[src/rtl/seq_stim_gen.sv]
// Serial stimulus generator: shifts a captured pattern out MSB-first for a
// programmed number of passes and counts the detector's z hits.
module seq_stim_gen #(
    parameter int PAT_W = 16,
    parameter int LEN_W = 5,
    parameter int CNT_W = 8
) (
    input  logic             clk,
    input  logic             reset,
    input  logic             start,
    input  logic             abort,
    input  logic [PAT_W-1:0] pattern,
    input  logic [LEN_W-1:0] len,
    input  logic [CNT_W-1:0] repeat_n,
    input  logic             z,
    output logic             x,
    output logic             x_valid,
    output logic             busy,
    output logic             done,
    output logic [CNT_W-1:0] hit_cnt
);

    typedef enum logic [1:0] {IDLE, SEND, FINISH} state_t;

    state_t           state;
    logic [PAT_W-1:0] pat_reg;
    logic [PAT_W-1:0] shift_reg;
    logic [LEN_W-1:0] len_reg;
    logic [LEN_W-1:0] bit_cnt;
    logic [CNT_W-1:0] pass_cnt;
    logic [LEN_W-1:0] len_clamped;

    // Left-align the active window so its first bit sits in the MSB.
    function automatic logic [PAT_W-1:0] align(input logic [PAT_W-1:0] p,
                                               input logic [LEN_W-1:0] l);
        return p << (LEN_W'(PAT_W) - l);
    endfunction

    always_comb begin
        len_clamped = (len > LEN_W'(PAT_W)) ? LEN_W'(PAT_W) : len;
    end

    assign x = x_valid & shift_reg[PAT_W-1];

    always_ff @(posedge clk or negedge reset) begin
        if (!reset) begin
            state     <= IDLE;
            pat_reg   <= '0;
            shift_reg <= '0;
            len_reg   <= '0;
            bit_cnt   <= '0;
            pass_cnt  <= '0;
            x_valid   <= 1'b0;
            busy      <= 1'b0;
            done      <= 1'b0;
            hit_cnt   <= '0;
        end else begin
            if (x_valid && z && hit_cnt != '1)
                hit_cnt <= hit_cnt + CNT_W'(1);

            case (state)
                IDLE: begin
                    done    <= 1'b0;
                    x_valid <= 1'b0;
                    busy    <= 1'b0;
                    if (start && !abort) begin
                        pat_reg   <= pattern;
                        len_reg   <= len_clamped;
                        pass_cnt  <= (repeat_n == '0) ? CNT_W'(1) : repeat_n;
                        shift_reg <= align(pattern, len_clamped);
                        bit_cnt   <= len_clamped;
                        hit_cnt   <= '0;
                        busy      <= 1'b1;
                        if (len_clamped == '0) begin
                            state <= FINISH;
                            done  <= 1'b1;
                        end else begin
                            state   <= SEND;
                            x_valid <= 1'b1;
                        end
                    end
                end
                SEND: begin
                    if (abort) begin
                        state   <= IDLE;
                        x_valid <= 1'b0;
                        busy    <= 1'b0;
                    end else if (bit_cnt == LEN_W'(1)) begin
                        if (pass_cnt > CNT_W'(1)) begin
                            // Back-to-back reload: next pass starts on the very next cycle.
                            shift_reg <= align(pat_reg, len_reg);
                            bit_cnt   <= len_reg;
                            pass_cnt  <= pass_cnt - CNT_W'(1);
                        end else begin
                            state   <= FINISH;
                            x_valid <= 1'b0;
                            done    <= 1'b1;
                        end
                    end else begin
                        shift_reg <= shift_reg << 1;
                        bit_cnt   <= bit_cnt - LEN_W'(1);
                    end
                end
                FINISH: begin
                    state   <= IDLE;
                    done    <= 1'b0;
                    busy    <= 1'b0;
                    x_valid <= 1'b0;
                end
                default: begin
                    state   <= IDLE;
                    done    <= 1'b0;
                    busy    <= 1'b0;
                    x_valid <= 1'b0;
                end
            endcase
        end
    end

endmodule
[config.mk]
export PLATFORM = sky130hd
export DESIGN_NAME = seq_stim_gen
export DESIGN_NICKNAME = d
export VERILOG_FILES = /design/src/rtl/seq_stim_gen.sv
export SDC_FILE = /design/constraint.sdc
export NUM_CORES = 1
export LEC_CHECK = 0
export CAP_MARGIN = 20
export CELL_PAD_IN_SITES_DETAIL_PLACEMENT = 1
export CELL_PAD_IN_SITES_GLOBAL_PLACEMENT = 2
export CORE_MARGIN = 3
export CORE_UTILIZATION = 39
export CTS_CLUSTER_DIAMETER = 100
export DETAILED_ROUTE_END_ITERATION = 10
export PLACE_DENSITY = 0.95
export SLEW_MARGIN = 20
export SYNTH_ARGS = -nofsm -noshare
export SYNTH_HDL_FRONTEND = slang
export SYNTH_SLANG_ARGS = --single-unit
[constraint.sdc]
create_clock -name clk -period 5.6 [get_ports clk]
set_input_delay 1.12 -clock clk [delete_from_list [all_inputs] [get_ports clk]]
set_output_delay 1.12 -clock clk [all_outputs]
set_load 0.01 [all_outputs]
-- Yosys cells after proc, flatten, opt, wreduce, memory -nomap -nowiden
Index checks and enable logic that the tools add are counted.
- flip-flop bits (word level): 63
- input port bits: 34
- output and inout bits: 12
- word-level logic and storage cells: 87
- $add $sub $neg: 5
- $lt $le $gt $ge: 2
- equality and inequality tests: 12
- shift-type cells: 2
- muxes and demuxes: 41
- bitwise gates (word level): 1
- reductions and logical operators: 14
- operators by type and width (kind ; count):
    $mux W16 ; 4
    $mux W8 ; 8
    $pmux W16 S2 ; 1
    $shl A16 B5 Y16 ; 2
    $mux W5 ; 5
    $pmux W8 S2 ; 1
    $mux W1 ; 12
    $ne A2 B2 Y1 const B ; 6
    $mux W2 ; 5
    $pmux W5 S2 ; 1
    $sub A5 B5 Y5 const A ; 2
    $ne A3 B3 Y1 const B ; 3
    $add A8 B1 Y8 const B ; 1
    $gt A8 B1 Y1 const B ; 1
    $logic_not A8 Y1 ; 1
    $ne A8 B8 Y1 const B ; 1
    $sub A8 B1 Y8 const B ; 1
    $pmux W1 S2 ; 3
    $reduce_and A3 Y1 ; 2
    $eq A5 B1 Y1 const B ; 1
    $gt A5 B5 Y1 const B ; 1
    $logic_not A5 Y1 ; 1
    $reduce_and A5 Y1 ; 1
    $sub A5 B1 Y5 const B ; 1
    other kinds (9) ; 12

-- Longest topological paths before layout
- depth in word-level cells: 6
- mapped depth: 11
- mapped depth without buffers: 10

-- Least setup slack after synthesis
OpenSTA, ideal clock, no wires.
- path kind: input to register
- from: input port len[0]
- to: register shift_reg[6]
- arrival time: 3065 ps
- data required time: 5524 ps
- setup slack: 2458 ps
- stages: 11
- buffers on the path: 2
- path through: nor2b_2 > buf_6 > inv_2 > ha_1 > clkbuf_1 > or4bb_2 > o21ai_0 > mux2i_1 > o22ai_1 > a21oi_1 > o21ai_1
- longest elaborated chain between the ends: 6
- RTL lines (element ; line ; text):
    start, declared ; 13 ; input logic [LEN_W-1:0] len,
    $gt A5 B5 Y1 ; 40 ; len_clamped = (len > LEN_W'(PAT_W)) ? LEN_W'(PAT_W) : len;
    $mux W5 * ; 40 ;
    $sub A5 B5 Y5 * ; 36 ; return p << (LEN_W'(PAT_W) - l);
    $shl A16 B5 Y16 * ; 36 ;
    $mux W16 * ; 66 ; if (start && !abort) begin
    $pmux W16 S2 * ; 61 ; case (state)
    end signal, assigned ; 70 ; shift_reg <= align(pattern, len_clamped);
    end signal, assigned ; 91 ; shift_reg <= align(pat_reg, len_reg);
    end signal, assigned ; 100 ; shift_reg <= shift_reg << 1;
    end, declared ; 27 ; logic [PAT_W-1:0] shift_reg;
Mark *: on every way between the ends. The rest lies on a longest branch, timed or not. The select of a mux whose other input is x is not followed.
A chain may end at the register's enable or synchronous reset.

-- Worst setup path after layout
- from: input port len[4]
- to: register shift_reg[13]
Same word-level chain as after synthesis.

==> flow_summary.html <==
<table>
<tr><th>Metric</th><th>Value</th></tr>
<tr><th colspan="2">Status</th></tr>
<tr><td>Run status</td><td>finished, final reports clean</td></tr>
<tr><th colspan="2">CTS</th></tr>
<tr><td>Clock tree from TritonCTS</td><td>yes</td></tr>
<tr><td>H-tree levels</td><td>3</td></tr>
<tr><td>Number of resized instances in the post-cts repair step</td><td>0</td></tr>
<tr><td>Master cell of the clock root buffer</td><td>sky130_fd_sc_hd__clkbuf_16</td></tr>
<tr><td>Clock Sink Count</td><td>63</td></tr>
<tr><td>Buffer count from post-CTS setup fixing</td><td>0</td></tr>
<tr><td>Buffers from clock root to sink, at most</td><td>2</td></tr>
<tr><td>Hold_buf cts</td><td>0</td></tr>
<tr><td>Number of buffers created by CTS</td><td>9</td></tr>
<tr><td>Clock-pin slew reported for the worst setup and hold paths after clock tree synthesis</td><td>0.05 ns</td></tr>
<tr><td>Worst skew pair latency</td><td>0.35 ns</td></tr>
<tr><th colspan="2">Timing</th></tr>
<tr><td>Setup Skew</td><td>between 0.009 and 0.01 ns</td></tr>
<tr><td>Setup repair after global routing missed its margin</td><td>no</td></tr>
<tr><td>Tightest Pin Transition</td><td>1.14 ns</td></tr>
<tr><td>Sum Neg Setup Slack</td><td>0 ns</td></tr>
<tr><td>Worst slew margin</td><td>23.7%</td></tr>
<tr><td>Final max-slew violation count</td><td>0</td></tr>
<tr><td>Shortest clock period the worst path allows after layout</td><td>between 3 and 4 ns</td></tr>
<tr><td>Share of the clock period used by the worst path after layout</td><td>70.5%</td></tr>
<tr><td>Peak clock frequency supported by timing</td><td>0.253 GHz</td></tr>
<tr><td>Hold violation total from the final report</td><td>0</td></tr>
<tr><td>Final number of setup-violating endpoints</td><td>0</td></tr>
<tr><td>Worst Hold Margin</td><td>0.499 ns</td></tr>
<tr><th colspan="2">Finish</th></tr>
<tr><td>Synth-to-Final Area Change</td><td>17.4%</td></tr>
<tr><td>Area of the multi-input gates</td><td>2790 µm²</td></tr>
<tr><td>Share of layout cells above drive strength 1</td><td>11.2%</td></tr>
<tr><td>Number of inserted diodes</td><td>0</td></tr>
<tr><td>Top library cells by usage in the layout, fill and taps aside</td><td>sky130_fd_sc_hd__nand2_1 (95), sky130_fd_sc_hd__dfrtp_1 (63), sky130_fd_sc_hd__nor2_1 (46)</td></tr>
<tr><td>Fin nets</td><td>583</td></tr>
<tr><td>Most frequent standard cell in the layout excluding fill and tap cells</td><td>sky130_fd_sc_hd__nand2_1</td></tr>
<tr><td>Fill count</td><td>1,283</td></tr>
<tr><td>Post-Layout Cell Count</td><td>686</td></tr>
<tr><td>Register area</td><td>between 1500 and 2000 µm²</td></tr>
<tr><th colspan="2">Yosys</th></tr>
<tr><td>Syn. warnings</td><td>0</td></tr>
<tr><td>Top cell type by total area after synthesis</td><td>sky130_fd_sc_hd__dfrtp_1</td></tr>
<tr><td>Share of the yosys chip area belonging to registers</td><td>approximately 34%</td></tr>
<tr><td>Top_reg_cell synth</td><td>sky130_fd_sc_hd__dfrtp_1</td></tr>
<tr><td>Distinct cell type count of the synthesized netlist</td><td>70</td></tr>
<tr><td>Top-area cell type share of the netlist area</td><td>34.4%</td></tr>
<tr><td>Synthesized area per cell</td><td>roughly 9.0 µm²</td></tr>
<tr><td>Number of synthesized register bits</td><td>63</td></tr>
<tr><td>Share of synthesized flip-flops with an asynchronous set or reset</td><td>100%</td></tr>
<tr><td>Number of nets produced by synthesis</td><td>551</td></tr>
<tr><td>Count of flip-flops with a built-in enable after synthesis</td><td>0</td></tr>
<tr><td>Synth top area cells</td><td>sky130_fd_sc_hd__dfrtp_1 (34%), sky130_fd_sc_hd__mux4_2 (7.9%), sky130_fd_sc_hd__nand2_1 (7.8%)</td></tr>
<tr><td>Synthesized instance count</td><td>509</td></tr>
<tr><td>Cell area after synthesis</td><td>about 4600 µm²</td></tr>
<tr><th colspan="2">GRT</th></tr>
<tr><td>Pin count of the biggest net entering global routing</td><td>64</td></tr>
<tr><td>Wire length of the first global-routing pass</td><td>23.2 mm</td></tr>
<tr><td>Total congestion overflow</td><td>0</td></tr>
<tr><td>Initial antenna violation count</td><td>0</td></tr>
<tr><td>Global-route total usage across every layer</td><td>a little under a quarter</td></tr>
<tr><td>Vias in the first global route</td><td>between 4,000 and 5,000</td></tr>
<tr><th colspan="2">Die</th></tr>
<tr><td>Die Span Y</td><td>between 100 and 150 µm</td></tr>
<tr><td>Initial Utilization</td><td>between 40 and 50%</td></tr>
<tr><td>Die Wd</td><td>around 110 µm</td></tr>
<tr><td>Row count</td><td>38</td></tr>
<tr><td>Number of top-level design ports</td><td>46</td></tr>
<tr><td>Die Outline Area</td><td>13,100 µm²</td></tr>
<tr><td>Placeable core area</td><td>11,200 µm²</td></tr>
<tr><th colspan="2">Worst setup path</th></tr>
<tr><td>Family with the most delay on the worst path</td><td>buffers and inverters</td></tr>
<tr><td>Crit path launch type</td><td>input port</td></tr>
<tr><td>Worst path cell trace</td><td>clkdlybuf4s50_1 &gt; nor2b_2 &gt; buf_4 &gt; inv_2 &gt; ha_1 &gt; xor2_4 &gt; mux4_2 &gt; a21oi_1 &gt; a21boi_0 &gt; o22ai_1</td></tr>
<tr><td>Number of buffer and inverter instances along the worst setup path</td><td>3</td></tr>
<tr><td>Max FO, Critical Path</td><td>22</td></tr>
<tr><td>Slowest stage delay, CP</td><td>0.59 ns</td></tr>
<tr><td>Required @ worst endpoint</td><td>between 5 and 6 ns</td></tr>
<tr><td>Crit-path slowest cell</td><td>sky130_fd_sc_hd__xor2_4</td></tr>
<tr><td>Crit. End Element</td><td>flop</td></tr>
<tr><td>Worst endpoint data arrival time</td><td>4.16 ns</td></tr>
<tr><td>Worst setup path class</td><td>input port to flop</td></tr>
<tr><th colspan="2">Power</th></tr>
<tr><td>Leakage power of the design</td><td>2.21 nW</td></tr>
<tr><td>Largest voltage drop on the vdd net</td><td>about 0.18 mV</td></tr>
<tr><td>Pwr per Cell Area</td><td>349 nW/µm²</td></tr>
<tr><th colspan="2">Worst hold path</th></tr>
<tr><td>Hold Crit Class</td><td>flop to flop</td></tr>
<tr><th colspan="2">Route</th></tr>
<tr><td>Overall via count from detail_route</td><td>between 4,000 and 5,000</td></tr>
<tr><td>Via-per-instance ratio</td><td>6.09</td></tr>
<tr><td>Average wire length per cell after detail routing</td><td>20.9 µm</td></tr>
<tr><td>1st-pass router iterations</td><td>5</td></tr>
<tr><td>Post-Route WL</td><td>14.4 mm</td></tr>
<tr><td>1st-iter DRT viols</td><td>372</td></tr>
<tr><td>Drc violations</td><td>0</td></tr>
<tr><td>Antenna Violating Nets Remaining</td><td>0</td></tr>
<tr><th colspan="2">Placement</th></tr>
<tr><td>Input/output buffers</td><td>45</td></tr>
<tr><td>Final HPWL DP</td><td>10.6 mm</td></tr>
<tr><td>Count of placed standard cells including taps</td><td>670</td></tr>
<tr><td>Final weighted congestion in routability-driven placement</td><td>about 0.94</td></tr>
<tr><th colspan="2">Job</th></tr>
<tr><td>Reported max-cap violation count</td><td>0</td></tr>
</table>
[metal layers]
metal / up-vias / routed length (µm) / global-route usage, %
met2: 119 / 7080 / 38.0
met1: 2105 / 6240 / 30.2
met4: 0 / 442 / 9.03
met3: 28 / 606 / 3.28
met5: - / 0 / 0
li1: 1925 / - / -
[power breakdown]
part | switching (mW) | internal (mW)
logic | 0.373 | 0.281
clock network | 0.215 | 0.356
registers | 0.106 | 0.543
[path summary, 6_finish.rpt]
kind                         startpoint            end  slack (ns)  cells after the start
setup / recovery                 len[4]  shift_reg[13]        1.65                     10
hold / removal             shift_reg[0]   shift_reg[0]        0.50                      2
setup reg to reg             len_reg[0]  shift_reg[14]        1.99                      8
hold reg to reg            shift_reg[0]   shift_reg[0]        0.50                      2
max in group asynchronous         reset     pat_reg[1]        4.09                      2
min in group asynchronous         reset    pass_cnt[7]        0.94                      2
[through the flow]
stage | setup slack (ns) | util (%) | area (µm²) | power [mW]
CTS | 1.65 | 48.1 | 5370 | 1.88
finish | 1.65 | 48.1 | 5370 | 1.87
floorplan | 2.46 | - | 4580 | 1.10
global route | 1.41 | 48.1 | 5370 | 1.99
global placement | 1.35 | 45.4 | 5070 | 1.27
detailed placement | 1.29 | 45.4 | 5070 | 1.30
[Yosys cell counts (2+ instances only)]
cell type                  number
sky130_fd_sc_hd__a211oi_1       6
sky130_fd_sc_hd__a21oi_1       34
sky130_fd_sc_hd__a221oi_1       4
sky130_fd_sc_hd__a221oi_2       3
sky130_fd_sc_hd__a22o_1         3
sky130_fd_sc_hd__a22oi_1        2
sky130_fd_sc_hd__a31oi_1        7
sky130_fd_sc_hd__a32oi_1        4
sky130_fd_sc_hd__and2_1         5
sky130_fd_sc_hd__and3_1         4
sky130_fd_sc_hd__buf_2         10
sky130_fd_sc_hd__buf_6          3
sky130_fd_sc_hd__clkbuf_1      12
sky130_fd_sc_hd__clkbuf_8       2
sky130_fd_sc_hd__dfrtp_1       63
sky130_fd_sc_hd__ha_1           8
sky130_fd_sc_hd__inv_1         10
sky130_fd_sc_hd__inv_2          2
sky130_fd_sc_hd__mux2_2         6
sky130_fd_sc_hd__mux2i_1       29
sky130_fd_sc_hd__mux4_2        16
sky130_fd_sc_hd__nand2_1       95
sky130_fd_sc_hd__nand2b_1       3
sky130_fd_sc_hd__nand3_1        7
sky130_fd_sc_hd__nand3b_1       4
sky130_fd_sc_hd__nand4_1        3
sky130_fd_sc_hd__nor2_1        47
sky130_fd_sc_hd__nor2b_1        3
sky130_fd_sc_hd__nor3_1        12
sky130_fd_sc_hd__nor3_2         3
sky130_fd_sc_hd__nor3b_1        3
sky130_fd_sc_hd__o211ai_1       3
sky130_fd_sc_hd__o21a_1         3
sky130_fd_sc_hd__o21ai_0       32
sky130_fd_sc_hd__o21ai_1        9
sky130_fd_sc_hd__o221ai_1       2
sky130_fd_sc_hd__o22a_1         3
sky130_fd_sc_hd__o22ai_1        3
sky130_fd_sc_hd__or3_1          3
sky130_fd_sc_hd__xnor2_1        5
sky130_fd_sc_hd__xor2_1         4
[tightest hold or removal path, delay by kind of cell, from the launching register on]
family,cells,cell delay [ns]
flip-flops,1,0.35
AND/OR/NAND/NOR,1,0.05
AO/OA/AOI/OAI,1,0.06
[area by class of cell]
type	count	share of cell area, %
inverter	12	0.838
timing repair buffer	50	8.99
clock buffer	11	4.52
multi-input combinational	405	52.0
clock inverter	5	1.07
tap	140	3.26
sequential	63	29.3
[kinds of logic after synthesis]
family	after synthesis	synth area share, %
simple gates	200	20.4
compound gates	132	18.8
flops	63	34.4
mux	55	17.3
buf+inv	41	4.59
xor+xnor	10	2.32
fa+ha+maj	8	2.19
(Power assumes the default switching activity.)
